## src/rtl/fp_alu_selftest.sv

```systemverilog
// Vector sequencer/checker for one IEEE-754 alu: replays stored vectors through the
// start/valid_out handshake and accumulates pass/fail statistics with first-failure capture.
module fp_alu_selftest #(
  parameter int DEPTH     = 16,
  parameter int TIMEOUT   = 5000,
  parameter int CMP_FLAGS = 1,
  parameter int CW        = 16,
  localparam int AW       = $clog2(DEPTH)
) (
  input  logic          clk,
  input  logic          rst,
  input  logic          vec_we,
  input  logic [AW-1:0] vec_addr,
  input  logic [31:0]   vec_a,
  input  logic [31:0]   vec_b,
  input  logic [2:0]    vec_op,
  input  logic          vec_mode,
  input  logic          vec_round,
  input  logic [31:0]   vec_exp_result,
  input  logic [4:0]    vec_exp_flags,
  input  logic [AW:0]   num_vectors,
  input  logic          run,
  output logic          busy,
  output logic          done,
  output logic [CW-1:0] pass_count,
  output logic [CW-1:0] fail_count,
  output logic          timeout_err,
  output logic [AW-1:0] first_fail_idx,
  output logic [31:0]   first_fail_result,
  output logic [4:0]    first_fail_flags,
  output logic [31:0]   alu_op_a,
  output logic [31:0]   alu_op_b,
  output logic [2:0]    alu_op_code,
  output logic          alu_mode_fp,
  output logic          alu_round_mode,
  output logic          alu_start,
  input  logic [31:0]   alu_result,
  input  logic          alu_valid_out,
  input  logic [4:0]    alu_flags
);
  localparam int TW = $clog2(TIMEOUT + 1);

  typedef enum logic [2:0] {S_IDLE, S_LOAD, S_ISSUE, S_DRAIN, S_CHECK, S_DONE} state_t;

  typedef struct packed {
    logic [31:0] a;
    logic [31:0] b;
    logic [2:0]  op;
    logic        mode;
    logic        rnd;
    logic [31:0] exp_res;
    logic [4:0]  exp_flags;
  } vec_t;

  vec_t          mem [DEPTH];
  vec_t          rd_vec;
  state_t        state, state_nx;
  logic [AW:0]   n_lat;
  logic [AW-1:0] idx;
  logic [TW-1:0] timer;
  logic          timer_hit, tmo, first_seen;
  logic [31:0]   exp_res_q, cap_result;
  logic [4:0]    exp_flags_q, cap_flags;

  function automatic logic [CW-1:0] sat_inc(input logic [CW-1:0] v);
    return (v == {CW{1'b1}}) ? v : v + 1'b1;
  endfunction

  // HP results live in the low half; the upper 16 bits are don't-care in HP mode.
  function automatic logic resp_match(input logic sp, input logic [31:0] res,
                                      input logic [31:0] exp_res, input logic [4:0] fl,
                                      input logic [4:0] exp_fl);
    logic ok;
    ok = sp ? (res == exp_res) : (res[15:0] == exp_res[15:0]);
    if (CMP_FLAGS != 0) ok = ok && (fl == exp_fl);
    return ok;
  endfunction

  assign busy      = (state == S_LOAD) || (state == S_ISSUE) || (state == S_DRAIN) ||
                     (state == S_CHECK);
  assign done      = (state == S_DONE);
  assign rd_vec    = mem[idx];
  assign timer_hit = (timer == TW'(TIMEOUT - 1));

  always_ff @(posedge clk) begin
    if (vec_we && !busy)
      mem[vec_addr] <= '{a: vec_a, b: vec_b, op: vec_op, mode: vec_mode, rnd: vec_round,
                         exp_res: vec_exp_result, exp_flags: vec_exp_flags};
  end

  always_comb begin
    state_nx = state;
    tmo      = 1'b0;
    case (state)
      S_IDLE:  if (run) state_nx = (num_vectors != '0) ? S_LOAD : S_DONE;
      S_LOAD:  state_nx = S_ISSUE;
      S_ISSUE: begin
        if (alu_valid_out) state_nx = S_DRAIN;
        else if (timer_hit) begin
          tmo      = 1'b1;
          state_nx = S_DONE;
        end
      end
      S_DRAIN: begin
        if (!alu_valid_out) state_nx = S_CHECK;
        else if (timer_hit) begin
          tmo      = 1'b1;
          state_nx = S_DONE;
        end
      end
      S_CHECK: state_nx = ({1'b0, idx} == n_lat - 1'b1) ? S_DONE : S_LOAD;
      S_DONE:  state_nx = S_IDLE;
      default: state_nx = S_IDLE;
    endcase
  end

  always_ff @(posedge clk) begin
    if (rst) begin
      state             <= S_IDLE;
      n_lat             <= '0;
      idx               <= '0;
      timer             <= '0;
      first_seen        <= 1'b0;
      alu_start         <= 1'b0;
      pass_count        <= '0;
      fail_count        <= '0;
      timeout_err       <= 1'b0;
      first_fail_idx    <= '0;
      first_fail_result <= '0;
      first_fail_flags  <= '0;
      alu_op_a          <= '0;
      alu_op_b          <= '0;
      alu_op_code       <= '0;
      alu_mode_fp       <= 1'b0;
      alu_round_mode    <= 1'b0;
    end else begin
      state     <= state_nx;
      alu_start <= (state_nx == S_ISSUE);
      if ((state_nx == S_ISSUE || state_nx == S_DRAIN) && state_nx != state)
        timer <= '0;
      else if (state == S_ISSUE || state == S_DRAIN)
        timer <= timer + 1'b1;
      if (state == S_LOAD) begin
        alu_op_a       <= rd_vec.a;
        alu_op_b       <= rd_vec.b;
        alu_op_code    <= rd_vec.op;
        alu_mode_fp    <= rd_vec.mode;
        alu_round_mode <= rd_vec.rnd;
      end
      if (state == S_IDLE && run) begin
        n_lat             <= num_vectors;
        idx               <= '0;
        pass_count        <= '0;
        fail_count        <= '0;
        timeout_err       <= 1'b0;
        first_seen        <= 1'b0;
        first_fail_idx    <= '0;
        first_fail_result <= '0;
        first_fail_flags  <= '0;
      end else if (state == S_CHECK) begin
        if (resp_match(alu_mode_fp, cap_result, exp_res_q, cap_flags, exp_flags_q)) begin
          pass_count <= sat_inc(pass_count);
        end else begin
          fail_count <= sat_inc(fail_count);
          if (!first_seen) begin
            first_seen        <= 1'b1;
            first_fail_idx    <= idx;
            first_fail_result <= cap_result;
            first_fail_flags  <= cap_flags;
          end
        end
        if (state_nx == S_LOAD) idx <= idx + 1'b1;
      end else if (tmo) begin
        // A timeout in ISSUE has no response to report, so the capture is zeroed.
        timeout_err <= 1'b1;
        fail_count  <= sat_inc(fail_count);
        if (!first_seen) begin
          first_seen        <= 1'b1;
          first_fail_idx    <= idx;
          first_fail_result <= (state == S_ISSUE) ? 32'h0 : cap_result;
          first_fail_flags  <= (state == S_ISSUE) ? 5'h0 : cap_flags;
        end
      end
    end
  end

  always_ff @(posedge clk) begin
    if (state == S_LOAD) begin
      exp_res_q   <= rd_vec.exp_res;
      exp_flags_q <= rd_vec.exp_flags;
    end
    if (state == S_ISSUE && alu_valid_out) begin
      cap_result <= alu_result;
      cap_flags  <= alu_flags;
    end
  end

endmodule

```

## config.mk

```make
export PLATFORM = sky130hd
export DESIGN_NAME = fp_alu_selftest
export DESIGN_NICKNAME = d
export VERILOG_FILES = /design/src/rtl/fp_alu_selftest.sv
export SDC_FILE = /design/constraint.sdc
export NUM_CORES = 2
export LEC_CHECK = 0
export BUFFER_PORTS_ARGS = -buffer_cell sky130_fd_sc_hd__buf_2
export CORE_MARGIN = 2
export CORE_UTILIZATION = 65
export DETAILED_ROUTE_END_ITERATION = 7
export PLACE_DENSITY = 0.79
export SYNTH_ARGS = -nofsm -noshare
export SYNTH_HDL_FRONTEND = slang
export SYNTH_SLANG_ARGS = --single-unit
```

## constraint.sdc

```tcl
create_clock -name clk -period 20.4 [get_ports clk]
set_input_delay 3.06 -clock clk [delete_from_list [all_inputs] [get_ports clk]]
set_output_delay 3.06 -clock clk [all_outputs]
set_load 0.005 [all_outputs]
```

After elaboration in Yosys (flattened, before gate mapping)
Memory sizes are Yosys's and may differ from the RTL's. A register that Yosys moved wholly into a read port is not among the register bits. Cells that the tools add are included.

Reductions and logical operators: 21. Multiplexer cells: 42. Bitwise operators: 3. $add $sub $neg: 5. Eq/ne operators: 17.

Operator list (number): 32-bit 2-to-1 mux (6); 16-bit 2-to-1 mux (4); 16-bit by 1-bit adder with 16-bit output, second input constant (2); 16-bit equality test, second input constant (2); 32-bit equality test (1); 5-bit 2-to-1 mux (6); 4-bit 2-to-1 mux (6); 3-bit 2-to-1 mux (6); 16-bit equality test (1); 3-bit case mux with 5 select lines (1); 13-bit by 1-bit adder with 13-bit output, second input constant (1); 13-bit equality test, second input constant (1); 3-bit by 2-bit equality test with 1-bit output, second input constant (4); 1-bit 2-to-1 mux (12); 3-bit by 1-bit equality test with 1-bit output, second input constant (2); 3-bit equality test, second input constant (2); 2-bit AND reduction (3); 3-bit AND reduction (2); 4-bit by 5-bit equality test with 1-bit output (1); 5-bit equality test (1); 1-bit logical AND (5); 1-bit logical OR (5); 5-bit nonzero test (1); 5-bit by 1-bit subtractor with 5-bit output, second input constant (1); other kinds (9) (12).

RAM bits: 1696. Memories: 1. Bits in registers: 244.

Memory list: mem (depth 16, bits a word 106, read ports 1, clocked after Yosys merged registers in 1, write ports 1, line 55) `vec_t mem [DEPTH];`.

Longest topological paths before layout
Depth after elaboration: 8. Depth in mapped cells: 11. Depth with buffers taken out: 9.

Worst setup path after synthesis
Ideal clock, no wire load.

Kind: input to register. Start: input port vec_addr[1]. End: memory mem[0][0] (netlist name) (enable). Buffers on the path: 0. Data arrival time: 10661 ps. Path slack: 9036 ps. Cell stages on the path: 2. Setup time: 702 ps. Data required time: 19698 ps. Path through: or3_1 nor3_1.

RTL lines: start, declared (line 13) `input logic [AW-1:0] vec_addr,`; end, declared (line 55).

No word-level cell before the write port.

Worst setup path after layout
Start: input port vec_addr[0]. End: memory mem[6][90] (netlist name) (enable).

No word-level cell before the write port.

==> run_results.csv <==
group,metric,value,unit
synthesis,synth-seq-area-share,77.6,%
clocking,cts_tree,"built",
drt,routed_wl,182,mm
clocking,cts_max_path_buffers,3,
timing,period_share,27.6,%
floorplan,initial_utilization,65.8,%
floorplan,chipHeight,339,um
drt,ant_nets,0,
finish,fin_nets,3851,
worst_setup_path,worst-path-max-fanout,46,
clocking,clkLatencyLatePin,0.81,ns
synthesis,yosysWarningCount,0,
timing,skew,0.0300,ns
flow_run,max-cap-violations,0,
drt,drt-vias-per-instance,6.85,
power_and_ir_drop,p_sw_share,20.9,%
global_routing,grt_use_total,32.2,%
timing,rsz0062_at_grt,"no",
placement,numPortBuffers,302,
floorplan,die-area,115000,um^2
synthesis,synth.top_cells.by_area,"edfxtp_1, mux4_2, dfxtp_1",
global_routing,grt_first_pass_wirelength,266,mm
timing,tightest_slew,1.21,ns
status,status,"complete, no violations",
floorplan,chipWidth,339,um
clocking,h-tree-depth,4,
finish,layout-drive-gt1-share,31.1,%
power_and_ir_drop,ir_drop,85.4,uV
min_path,min_from,"timeout_err",
finish,area_delta_synth_final,12.6,%
placement,placed_area,76200,um^2
timing,maxSlewViolCount,0,
placement,place_congestion,0.837,
timing,fmax,178,MHz
synthesis,synth_nets,3484,
floorplan,design.core.area,111000,um^2
power_and_ir_drop,p_per_area,97.8,nW/um^2
timing,finalHoldViolCount,0,
timing,whs,0.449,ns
floorplan,io_pins,303,
synthesis,ys_types,51,
drt,drt_iter0_markers,4893,
clocking,cts_root_buffer,"clkbuf_16",
synthesis,synth_simple_gate_area_share,2.69,%
synthesis,synth_compound_area_share,1.05,%
timing,setup_viol,0,
min_path,hp-class,"reg2reg",
synthesis,netlist.area_leader.share,72.8,%
finish,finalInstanceArea,82200,um^2
power_and_ir_drop,seqPwrFrac,55.1,%
drt,post_drt_wl_per_cell,34.0,um
synthesis,synth_area_leader_cell,"edfxtp_1",
global_routing,antenna_found_initial,33,
clocking,clk_pin_slew,0.06,ns
worst_setup_path,path_class,"in2reg",
timing,max-slew-margin-rel,19.6,%
power_and_ir_drop,power.internal,6360,uW
worst_setup_path,cp.required,20.82,ns
timing,fin_crit,5.63,ns
synthesis,synth-xor-area-share,0.936,%
clocking,cts_setup_buffers,0,
global_routing,grt_max_degree,134,
power_and_ir_drop,combPwrFrac,2.6,%
synthesis,muxShareOfSynthArea,16.5,%
clocking,clkSinkCount,1944,
worst_setup_path,startpoint,"vec_addr[0]",
worst_setup_path,crit_path_end_kind,"flip-flop",
synthesis,synth_top_family_by_area,"multiplexers",
timing,setup_tns,0,ns
synthesis,syn_area_per_cell,22.0,um^2
drt,drc,0,
synthesis,syn-cell-area,73000,um^2
power_and_ir_drop,p_switching,1680,uW
power_and_ir_drop,p_total,8040,uW
clocking,cts_resized,0,
floorplan,rows,122,
finish,fillers,5666,
synthesis,synth-seq-cells,1944,
worst_setup_path,cp.arrival,6.05,ns
synthesis,synth_top_flop_cell,"edfxtp_1",
drt,dr.pass1.iters,5,
synthesis,synth_fa_ha_area_share,0.0994,%
synthesis,synth_edf_count,1770,
finish,finalNonFillerCells,5351,
clocking,cts_buffers,183,
worst_setup_path,crit_path_start_kind,"primary input",
power_and_ir_drop,clkPwrFrac,42.3,%
clocking,holdBufCountCts,0,
placement,place_inst,4992,
power_and_ir_drop,p_leak,0.0256,uW
synthesis,synth_async_sr_flop_share,0,%
global_routing,grt_overflow,0,
placement,dpl.hpwl,89.0,mm
global_routing,first_global_vias,38500,
synthesis,synth_cells,3322,
drt,dr_total_vias,36700,
## per-stage QoR
step	util, %	setup WS (ns)
floorplan	-	9.04
global placement	68.7	14.12
detailed placement	68.7	14.00
CTS	74.0	14.86
global route	74.1	14.74
finish	74.1	14.77
## critical path, stage by stage
cell,delay (ns)
buf_2,0.12
nand4b_1,0.44
nor2_4,0.75
buf_4,0.77
buf_4,0.76
## logic make-up (layout without fill, tap and decap cells)
logic type                 after synthesis  in the layout
DFF                                   1944           1944
muxes                                  544            544
and+or+nand+nor                        428            428
buffers and inverters                  182            704
AOI/OAI and AO/OA                      140            140
xor gates and xnor gates                78             78
adders and majority gates                6              6
other                                    0             19
## state kept, by name, summed over array words and instances (netlist names), 13 cells and up, named ones only
name,count
exp_res_q,32
timer,13
fail_count,16
alu_op_b,32
cap_result,32
first_fail_result,32
mem,1696
alu_op_a,32
pass_count,16
## layout by cell type, fill, tap and decap left out, drive strengths merged, types with 23 or more instances in the layout
master     n
xnor2     55
xor2      23
nor2      75
o21ai     44
a21oi     86
edfxtp  1770
dfxtp    174
clkinv    67
nand2    205
clkbuf   246
buf      353
nand3     58
mux4     530
## layer usage
layer  vias up  share of wire (%)  wire length (um)  global-route usage, %
met5         -              0.094               171                      0
met3       403                9.9             17900                   5.87
met1     19200                 35             62900                   42.5
met2      2566                 52             94900                   54.5
met4        28                3.3              5980                   11.8
li1      14500                  -                 -                      -
## layout make-up
type                       count  area [um^2]  share of cell area [%]
sequential                  1944        56600                    68.9
multi-input combinational   1196        15700                    19.1
clock buffer                 246         5040                    6.13
timing repair buffer         353         1970                    2.40
tap                         1488         1860                    2.26
clock inverter                94          908                    1.10
antenna                       19         47.5                  0.0578
inverter                      11         43.8                  0.0533
## power by group through the flow
stage	registers [uW]	clock network [uW]	logic, uW
floorplan	4510	0	86.2
global placement	4510	0	192
detailed placement	4510	0	204
CTS	4430	3430	209
global route	4430	3560	224
finish	4430	3400	211
## final timing paths
path | cells after the start | slack, ns | endpoint
max | 5 | 14.77 | mem[6][90]
min | 2 | 0.45 | timeout_err
max reg2reg | 7 | 15.28 | alu_op_b[30]
min reg2reg | 2 | 0.45 | timeout_err
## Yosys cell counts (3+ instances only)
cell,number
a21oi_1,84
and2_1,3
and3_1,7
and4_1,3
buf_1,14
buf_2,57
buf_4,8
clkbuf_1,90
dfxtp_1,174
edfxtp_1,1770
ha_1,5
inv_1,9
mux2i_1,14
mux4_2,530
nand2_1,205
nand2b_1,3
nand3_1,58
nand4_1,21
nor2_1,75
nor2b_1,3
nor3_1,13
nor4_1,13
o21ai_0,42
o31ai_1,3
or3_1,8
xnor2_1,55
xor2_1,23
(Power assumes the default switching activity.)
